File: src/rtl/cpu_cache_pkg.sv
// Shared data-cache definitions: block geometry and the fill-controller state encoding.
package cpu_cache_pkg;

  localparam int unsigned BLOCK_WORDS = 8;
  localparam int unsigned OFF_W       = 3;

  typedef enum logic {
    IDLE = 1'b0,
    FILL = 1'b1
  } fill_state_e;

endpackage

File: src/rtl/fill_offset_ctr.sv
// Saturating word counter plus a start offset, producing the wrapped word index within a block.
module fill_offset_ctr #(
  parameter int unsigned BLOCK_WORDS = 8,
  parameter int unsigned OFF_W       = 3
) (
  input  logic             clk,
  input  logic             rst_n,
  input  logic             clr,
  input  logic             inc,
  input  logic [OFF_W-1:0] start_off,
  output logic [OFF_W-1:0] off_c,
  output logic             done_c,
  output logic             last_c
);

  localparam int unsigned CNT_W = OFF_W + 1;

  logic [CNT_W-1:0] cnt_q, cnt_d;

  assign done_c = (cnt_q == CNT_W'(BLOCK_WORDS));
  assign last_c = (cnt_q == CNT_W'(BLOCK_WORDS - 1));
  // Truncation to OFF_W bits gives the modulo-BLOCK_WORDS wrap.
  assign off_c  = start_off + cnt_q[OFF_W-1:0];

  always_comb begin
    cnt_d = cnt_q;
    if (clr) begin
      cnt_d = '0;
    end else if (inc && !done_c) begin
      cnt_d = cnt_q + CNT_W'(1);
    end
  end

  always_ff @(posedge clk or negedge rst_n) begin
    if (!rst_n) begin
      cnt_q <= '0;
    end else begin
      cnt_q <= cnt_d;
    end
  end

endmodule

File: src/rtl/cpu_dcache_fill.sv
// D-cache miss fill controller: fetches a whole block word by word and writes data/tag arrays.
// Define CACHE_FILL_CWF_EN for critical-word-first ordering; otherwise the block fills from word 0.
module cpu_dcache_fill #(
  parameter int unsigned BLOCK_WORDS = cpu_cache_pkg::BLOCK_WORDS,
  parameter int unsigned OFF_W       = cpu_cache_pkg::OFF_W
) (
  input  logic             clk,
  input  logic             rst_n,
  input  logic             miss_detected,
  input  logic [15:0]      miss_address,
  input  logic [15:0]      memory_data,
  input  logic             memory_data_valid,
  output logic             fsm_busy,
  output logic             mem_req,
  output logic [15:0]      memory_address,
  output logic             write_data_array,
  output logic [OFF_W-1:0] fill_word_offset,
  output logic [15:0]      fill_data,
  output logic             write_tag_array,
  output logic             fill_critical
);

  import cpu_cache_pkg::fill_state_e;
  import cpu_cache_pkg::IDLE;
  import cpu_cache_pkg::FILL;

  localparam int unsigned ADDR_W = 16;
  localparam int unsigned BASE_W = ADDR_W - OFF_W - 1;

  fill_state_e       state_q, state_d;
  logic [BASE_W-1:0] base_q, base_d;
  logic [OFF_W-1:0]  miss_off_q, miss_off_d;
  logic [OFF_W-1:0]  start_off;
  logic              fill_start;
  logic              issue_inc, ret_inc;
  logic              issue_done, ret_done, ret_last;
  logic [OFF_W-1:0]  issue_off, ret_off;
  logic              issue_last_unused;
  logic              addr_lsb_unused;

  assign addr_lsb_unused = miss_address[0];

`ifdef CACHE_FILL_CWF_EN
  assign start_off = miss_off_q;
`else
  assign start_off = '0;
`endif

  fill_offset_ctr #(
    .BLOCK_WORDS (BLOCK_WORDS),
    .OFF_W       (OFF_W)
  ) u_issue_ctr (
    .clk       (clk),
    .rst_n     (rst_n),
    .clr       (fill_start),
    .inc       (issue_inc),
    .start_off (start_off),
    .off_c     (issue_off),
    .done_c    (issue_done),
    .last_c    (issue_last_unused)
  );

  fill_offset_ctr #(
    .BLOCK_WORDS (BLOCK_WORDS),
    .OFF_W       (OFF_W)
  ) u_ret_ctr (
    .clk       (clk),
    .rst_n     (rst_n),
    .clr       (fill_start),
    .inc       (ret_inc),
    .start_off (start_off),
    .off_c     (ret_off),
    .done_c    (ret_done),
    .last_c    (ret_last)
  );

  // Next-state and outputs; request side and return side run independently in FILL.
  always_comb begin
    state_d          = state_q;
    base_d           = base_q;
    miss_off_d       = miss_off_q;
    fill_start       = 1'b0;
    issue_inc        = 1'b0;
    ret_inc          = 1'b0;
    fsm_busy         = 1'b0;
    mem_req          = 1'b0;
    memory_address   = '0;
    write_data_array = 1'b0;
    fill_word_offset = '0;
    write_tag_array  = 1'b0;
    case (state_q)
      IDLE: begin
        if (miss_detected) begin
          fsm_busy   = 1'b1;
          fill_start = 1'b1;
          base_d     = miss_address[ADDR_W-1:OFF_W+1];
          miss_off_d = miss_address[OFF_W:1];
          state_d    = FILL;
        end
      end
      FILL: begin
        fsm_busy = 1'b1;
        if (!issue_done) begin
          mem_req        = 1'b1;
          issue_inc      = 1'b1;
          memory_address = {base_q, issue_off, 1'b0};
        end
        if (memory_data_valid && !ret_done) begin
          write_data_array = 1'b1;
          ret_inc          = 1'b1;
          fill_word_offset = ret_off;
          if (ret_last) begin
            write_tag_array = 1'b1;
            state_d         = IDLE;
          end
        end
      end
      default: state_d = IDLE;
    endcase
  end

  assign fill_critical = write_data_array && (fill_word_offset == miss_off_q);
  assign fill_data     = memory_data;

  always_ff @(posedge clk or negedge rst_n) begin
    if (!rst_n) begin
      state_q    <= IDLE;
      base_q     <= '0;
      miss_off_q <= '0;
    end else begin
      state_q    <= state_d;
      base_q     <= base_d;
      miss_off_q <= miss_off_d;
    end
  end

endmodule

File: config.mk
export PLATFORM = sky130hd
export DESIGN_NAME = cpu_dcache_fill
export DESIGN_NICKNAME = d
export VERILOG_FILES = /design/src/rtl/cpu_cache_pkg.sv /design/src/rtl/fill_offset_ctr.sv /design/src/rtl/cpu_dcache_fill.sv
export SDC_FILE = /design/constraint.sdc
export NUM_CORES = 1
export LEC_CHECK = 0
export BUFFER_PORTS_ARGS = -buffer_cell sky130_fd_sc_hd__buf_2
export CAP_MARGIN = 10
export CORE_MARGIN = 5
export CORE_UTILIZATION = 40
export DETAILED_ROUTE_END_ITERATION = 6
export GPL_TIMING_DRIVEN = 0
export PLACE_DENSITY = 0.75
export SYNTH_ARGS = -nofsm -noshare
export SYNTH_HDL_FRONTEND = slang
export SYNTH_SLANG_ARGS = --single-unit
File: constraint.sdc
create_clock -name clk -period 2.9 [get_ports clk]
set_input_delay 0.29 -clock clk [delete_from_list [all_inputs] [get_ports clk]]
set_output_delay 0.29 -clock clk [all_outputs]
set_load 0.1 [all_outputs]
==> results_dict.tcl, run 1 <==
set metrics [dict create \
    skew_ns 0.00221 \
    post_cts_buffers 0 \
    fp.dieW_um 69.0 \
    synth_edf_count 0 \
    grt_pass1_wl_um 5190 \
    hold_violations 0 \
    yosys_warnings 0 \
    clock.fmax_mhz 414 \
    ff2ff_setup_slack_ns 1.28 \
    layout_setup_ws_ns 0.482 \
    area_delta_synth_final_pct 29.0 \
    fin_nets 262 \
    place_congestion 0.732 \
    drt_pass1_iterations 4 \
    start_util_pct 41.4 \
    yosysTopAreaCell "dfrtp_1" \
    die-height_um 69.0 \
    finalWirelength_um 3080 \
    vias_per_cell 4.28 \
    slew_viol_final 0 \
    synth_area_leaders "dfrtp_1 43%, nand2_1 14%, buf_4 10%, and2_1 6.7%, ha_1 3.6%" \
    synth_nets 199 \
    dp_hpwl_um 2400 \
    dieArea_sq_mm 0.00476 \
    layout-drive-gt1-share_pct 39.8 \
    cts_buffers 3 \
    grt_max_degree 25 \
    grt-ovfl-total 0 \
    cap_violations 0 \
    finalCriticalPeriod_ns 2.42 \
    ys_seq_area_share_pct 43.1 \
    reg2regPathDepth 5 \
    postCtsHoldBufs 1 \
    synth-compound-area-share_pct 3.14 \
    io_pins 76 \
    crit_start "u_ret_ctr.cnt_q[0]" \
    pre_cts_ws_ns 0.827 \
    crit_required_ns 2.61 \
    crit_end "fill_critical" \
    num_rows 21 \
    synth_area_sq_mm 0.00139 \
    fin_crit_sh_pct 83.4 \
    ys.flop_type "dfrtp_1" \
    wire_per_inst_um 11.5 \
    worst-path-max-fanout 8 \
    n_antenna_cell 0 \
    r2r-start "u_ret_ctr.cnt_q[1]" \
    io_buffers 57 \
    cts_resized 0 \
    antenna_found_initial 0 \
    drc 0 \
    root_buffer "clkbuf_4" \
    ys_types 23 \
    drt_first_iter_violations 35 \
    maxSlewHeadroom_pct 64.5 \
    synth_xor_area_share_pct 3.14 \
    synth_top_area_share_pct 43.1 \
    rsz0062_at_grt "no" \
    ctsLongestPathBuffers 2 \
    grt_pass1_vias 1160 \
    avgSynthCellArea_sq_um 8.76 \
    synthSimpleGateAreaFrac_pct 27.2 \
    synth_top_cells_by_count "51 x nand2_1, 24 x dfrtp_1, 19 x buf_4" \
    cts_tree "done" \
    core_area_sq_mm 0.00336 \
    holdCritPathClass "in2reg" \
    synth_top_family_by_area "simple AND/OR/NAND/NOR gates" \
    syn_inst 159 \
    via_count 1142 \
    setup_violations 0 \
    ys_seq_elements 24 \
    htreeDepth 1 \
    fillCellCount 363 \
    critPathLaunchType "register" \
    synth_most_common_cell "nand2_1" \
    grtUsageTotal_pct 13.0 \
    hold_ws_ns 0.156 \
    reg2reg_to "u_ret_ctr.cnt_q[1]" \
    muxShareOfSynthArea_pct 5.03 \
    cts.clk_slew.worst_paths_ns 0.13 \
    critical_path_class "reg2out" \
    clk_latency_ns 0.31 \
    async_flop_share_pct 100 \
    outcome "finished clean" \
    crit_path_end_kind "output pin" \
    fin_tns_setup_ns 0 \
    ant_nets 0 \
    cp.arrival_ns 2.13 \
    worst_pin_slew_ns 0.532 \
    numClockSinks 24 \
    synthAdderAreaFrac_pct 3.59 \
]
## registers in the layout, summed over array words and instances, names as in the netlist
register	count
u_ret_ctr.cnt_q	4
u_issue_ctr.cnt_q	4
state_q	1
base_q	12
miss_off_q	3
## layout make-up
| cell class | instances | area (sq um) | share of cell area [%] |
|---|---|---|---|
| clock buffers | 4 | 36.3 | 2.02 |
| inverters | 6 | 22.5 | 1.25 |
| multi-input cells | 105 | 606 | 33.7 |
| well taps | 46 | 57.6 | 3.20 |
| flip-flops and latches | 24 | 601 | 33.4 |
| repair buffers | 58 | 295 | 16.4 |
| plain buffers | 24 | 179 | 9.96 |
## metrics by stage
step / std cells / utilization, % / instance area (sq um)
3_5_place_dp: 262 / 52.0 / 1750
4_1_cts: 267 / 53.4 / 1800
6_report: 267 / 53.4 / 1800
3_3_place_gp: 262 / 52.0 / 1750
5_1_grt: 267 / 53.4 / 1800
2_1_floorplan: 159 / - / 1410
## logic make-up (layout without fill, tap and decap cells)
family,Yosys count,count (layout)
XOR/XNOR,5,5
AO/OA/AOI/OAI,5,5
other,1,1
multiplexers,6,6
flip-flops,24,24
buffers and inverters,30,92
adder cells (fa/ha/maj),4,4
AND/OR/NAND/NOR,84,84
## worst min-delay path by stage
stage                                start          to  slack, ns  cells after the start
after floorplan                      rst_n   base_q[0]     -0.006                      0
after global placement               rst_n   base_q[3]       0.31                      1
after detailed placement             rst_n   base_q[3]       0.30                      1
after CTS                  miss_address[9]   base_q[5]       0.15                      3
after global routing       miss_address[9]   base_q[5]       0.14                      3
final                     miss_address[14]  base_q[10]       0.16                      3
## cells in the final DEF (no fill, tap or decap), types with 3 or more instances in the layout
cell	n
buf_2	59
nand3_1	5
nor2_1	6
and2_1	15
clkbuf_4	3
ha_1	4
dfrtp_1	24
nand2_1	51
xor2_1	5
buf_4	19
o21ai_0	3
mux2i_1	4
inv_1	6
## worst max-delay path, stage by stage, from the launching register on
cell and delay, ns:
dfrtp_1 0.48, inv_1 0.09, ha_1 0.20, nand2_1 0.12, o211ai_4 0.16, nor4_4 0.31, buf_2 0.47
## per-layer routing
layer	share of wire (%)	global-route usage, %
met1	39	13.8
met2	54	24.8
met3	5.9	2.33
met4	0.94	5.21
met5	0	0
Power of run 1 is left out: the tool's default activity adds up to more than one toggle a clock period on the data nets, which glitch-free logic cannot reach.
==> run 2: changes to the inputs <==
Settings changed: ABC_AREA set to 1, PLACE_DENSITY 0.75 to 0.78.
Clock period 2.9 ns to 2.1 ns, I/O delays scaled along.
==> run 2 against run 1 <==
  * Sequential cell count stayed put
  * Global-route usage is 0.78 points higher
  * Wire length is 2.3% higher
  * Hold slack worse by 0.068 ns
  * Sequential share of layout area is 2.2 points lower
  * Die area is 0.30% higher
  * First-iteration DRC count is 120% higher
  * Largest cell class is now flip-flops and latches
  * Highest routed layer unchanged
  * Synthesized area is 0.36% higher
  * Cell count is 6.7% higher
==> results_dict.tcl, run 2 <==
set metrics [dict create \
    largest_reg_flops 12 \
    num_rows 21 \
    fillCellCount 337 \
    largest_register "base_q" \
    async_flop_share_pct 100 \
    post-route-util_pct 57.2 \
    core_area_sq_mm 0.00336 \
    cts_tree "done" \
    synth_nets 214 \
    final_cell_mix "43 x buf_2, 37 x nand2_1, 26 x inv_1" \
    area_delta_synth_final_pct 37.6 \
    io_pins 76 \
    slowest_delay_ns 0.42 \
    grt-ovfl-total 0 \
    hold_ws_ns 0.0876 \
    vias_per_cell 4.36 \
    slew_viol_final 0 \
    dieArea_sq_mm 0.00478 \
    use_met2_pct 23.3 \
    grt_pass1_vias 1256 \
    met3_usage_pct 4.36 \
    htreeDepth 1 \
    n_antenna_cell 0 \
    fin_nets 280 \
    worst_pin_slew_ns 0.523 \
    ctsLongestPathBuffers 2 \
    synth_area_sq_mm 0.00140 \
    drc 0 \
    critical_path_class "reg2out" \
    holdCritPathClass "in2reg" \
    use_met1_pct 16.4 \
    top_usage_layer "met2" \
    wire_per_inst_um 11.0 \
    io_buffers 57 \
    ys.flop_type "dfrtp_1" \
    syn_inst 174 \
    clock.fmax_mhz 505 \
    clk_latency_ns 0.31 \
    antenna_found_initial 0 \
    reg_top3 "base_q x12, u_issue_ctr.cnt_q x4, u_ret_ctr.cnt_q x4" \
    via_count 1243 \
    fin_crit_sh_pct 94.3 \
    critPathLaunchType "register" \
    finalWirelength_um 3150 \
    cts.clk_slew.worst_paths_ns 0.14 \
    cts_buffers 3 \
    dp_hpwl_um 2430 \
    synth_area_leaders "dfrtp_1 43%, buf_4 10%, nand2_1 10%, inv_1 7.3%, o21ai_2 6.9%" \
    ys_types 23 \
    yosys_warnings 0 \
    maxSlewHeadroom_pct 65.2 \
    drt_pass1_iterations 4 \
    place_congestion 0.810 \
    synth_top_area_share_pct 43.0 \
    ys_seq_elements 24 \
    synth_most_common_cell "nand2_1" \
    finalCriticalPeriod_ns 1.98 \
    crit_path_end_kind "output pin" \
    grt_max_degree 25 \
    hold_violations 0 \
    grt_pass1_wl_um 5490 \
    layout-drive-gt1-share_pct 45.2 \
    ant_nets 0 \
    synth_edf_count 0 \
    cp_slowest_cell "dfrtp_1" \
    outcome "finished clean" \
    cp.arrival_ns 1.77 \
    worst-path-max-fanout 10 \
    ys_seq_area_share_pct 43.0 \
    avgSynthCellArea_sq_um 8.03 \
    yosysTopAreaCell "dfrtp_1" \
    worstPathCellList "inv_1, ha_1, nand2_2, o21ai_4, buf_6, nor2_1, buf_4" \
    skew_ns 0.00959 \
    die-height_um 69.1 \
    start_util_pct 41.6 \
    root_buffer "clkbuf_4" \
    synth_top_cells_by_count "38 x nand2_1, 27 x inv_1, 24 x dfrtp_1" \
    drt_first_iter_violations 78 \
    layout_commonest_cell "buf_2" \
    grtUsageTotal_pct 13.8 \
    fp.dieW_um 69.1 \
    cap_violations 0 \
    numClockSinks 24 \
    setup_violations 0 \
    crit_required_ns 1.89 \
]
==> run 2: repair_timing <==
action                                  4_1_cts  5_1_grt
setup buffers                                 0        2
endpoints found under the setup margin       12       14
pin swaps                                     0        1
gates cloned                                  0        1
gates resized for setup                      13       13
endpoints found under the hold margin        24        0
hold buffers                                  1        0
==> run 2: metrics by stage <==
step           std cells  setup WS (ns)  instance area, sq um  setup TNS, ns
3_5_place_dp         277          0.312                  1750              0
3_3_place_gp         277          0.316                  1750              0
6_report             285          0.120                  1920              0
4_1_cts              282         0.0527                  1850              0
5_1_grt              285       -0.00404                  1920        -0.0103
2_1_floorplan        174         -0.318                  1410          -4.05
==> run 2: layer usage <==
layer | part of all wire [%] | up-vias
li1 | - | 639
met1 | 41 | 548
met2 | 49 | 54
met3 | 9.4 | 2
met4 | 0.73 | 0
met5 | 0 | -
==> run 2: cell type report <==
type	count	area, sq um	area share [%]
Clock buffer	3	22.5	1.17
Inverter	30	118	6.12
Timing Repair Buffer	60	379	19.7
Buffer	21	169	8.78
Multi-Input combinational cell	100	547	28.4
Tap cell	46	57.6	2.99
Clock inverter	1	30.0	1.56
Sequential cell	24	601	31.2
==> run 2: critical path, delay by kind of cell, from the launching register on <==
family / cells / cell delay [ns]
buf+inv: 3 / 0.53
compound gates: 1 / 0.09
fa+ha+maj: 1 / 0.20
simple gates: 2 / 0.20
flops: 1 / 0.42
==> run 2: worst paths after layout <==
path | from | end | slack [ns] | cells past startpoint
hold / removal | miss_address[15] | base_q[11] | 0.09 | 3
min in group asynchronous | rst_n | u_issue_ctr.cnt_q[2] | 0.38 | 2
setup / recovery | u_issue_ctr.cnt_q[0] | memory_address[7] | 0.12 | 7
setup reg to reg | state_q | base_q[8] | 0.82 | 5
hold reg to reg | miss_off_q[2] | miss_off_q[2] | 0.50 | 2
max in group asynchronous | rst_n | u_ret_ctr.cnt_q[0] | 1.36 | 2
==> run 2: kinds of logic after synthesis <==
kind of cell,after synthesis,synth area share (%)
AND/OR/NAND/NOR,69,20.4
other,1,0.268
buffers and inverters,51,20.0
flip-flops,24,43.0
adder cells (fa/ha/maj),4,3.58
AO/OA/AOI/OAI,22,10.9
XOR/XNOR,3,1.88
Power of run 2 is left out for the same reason.
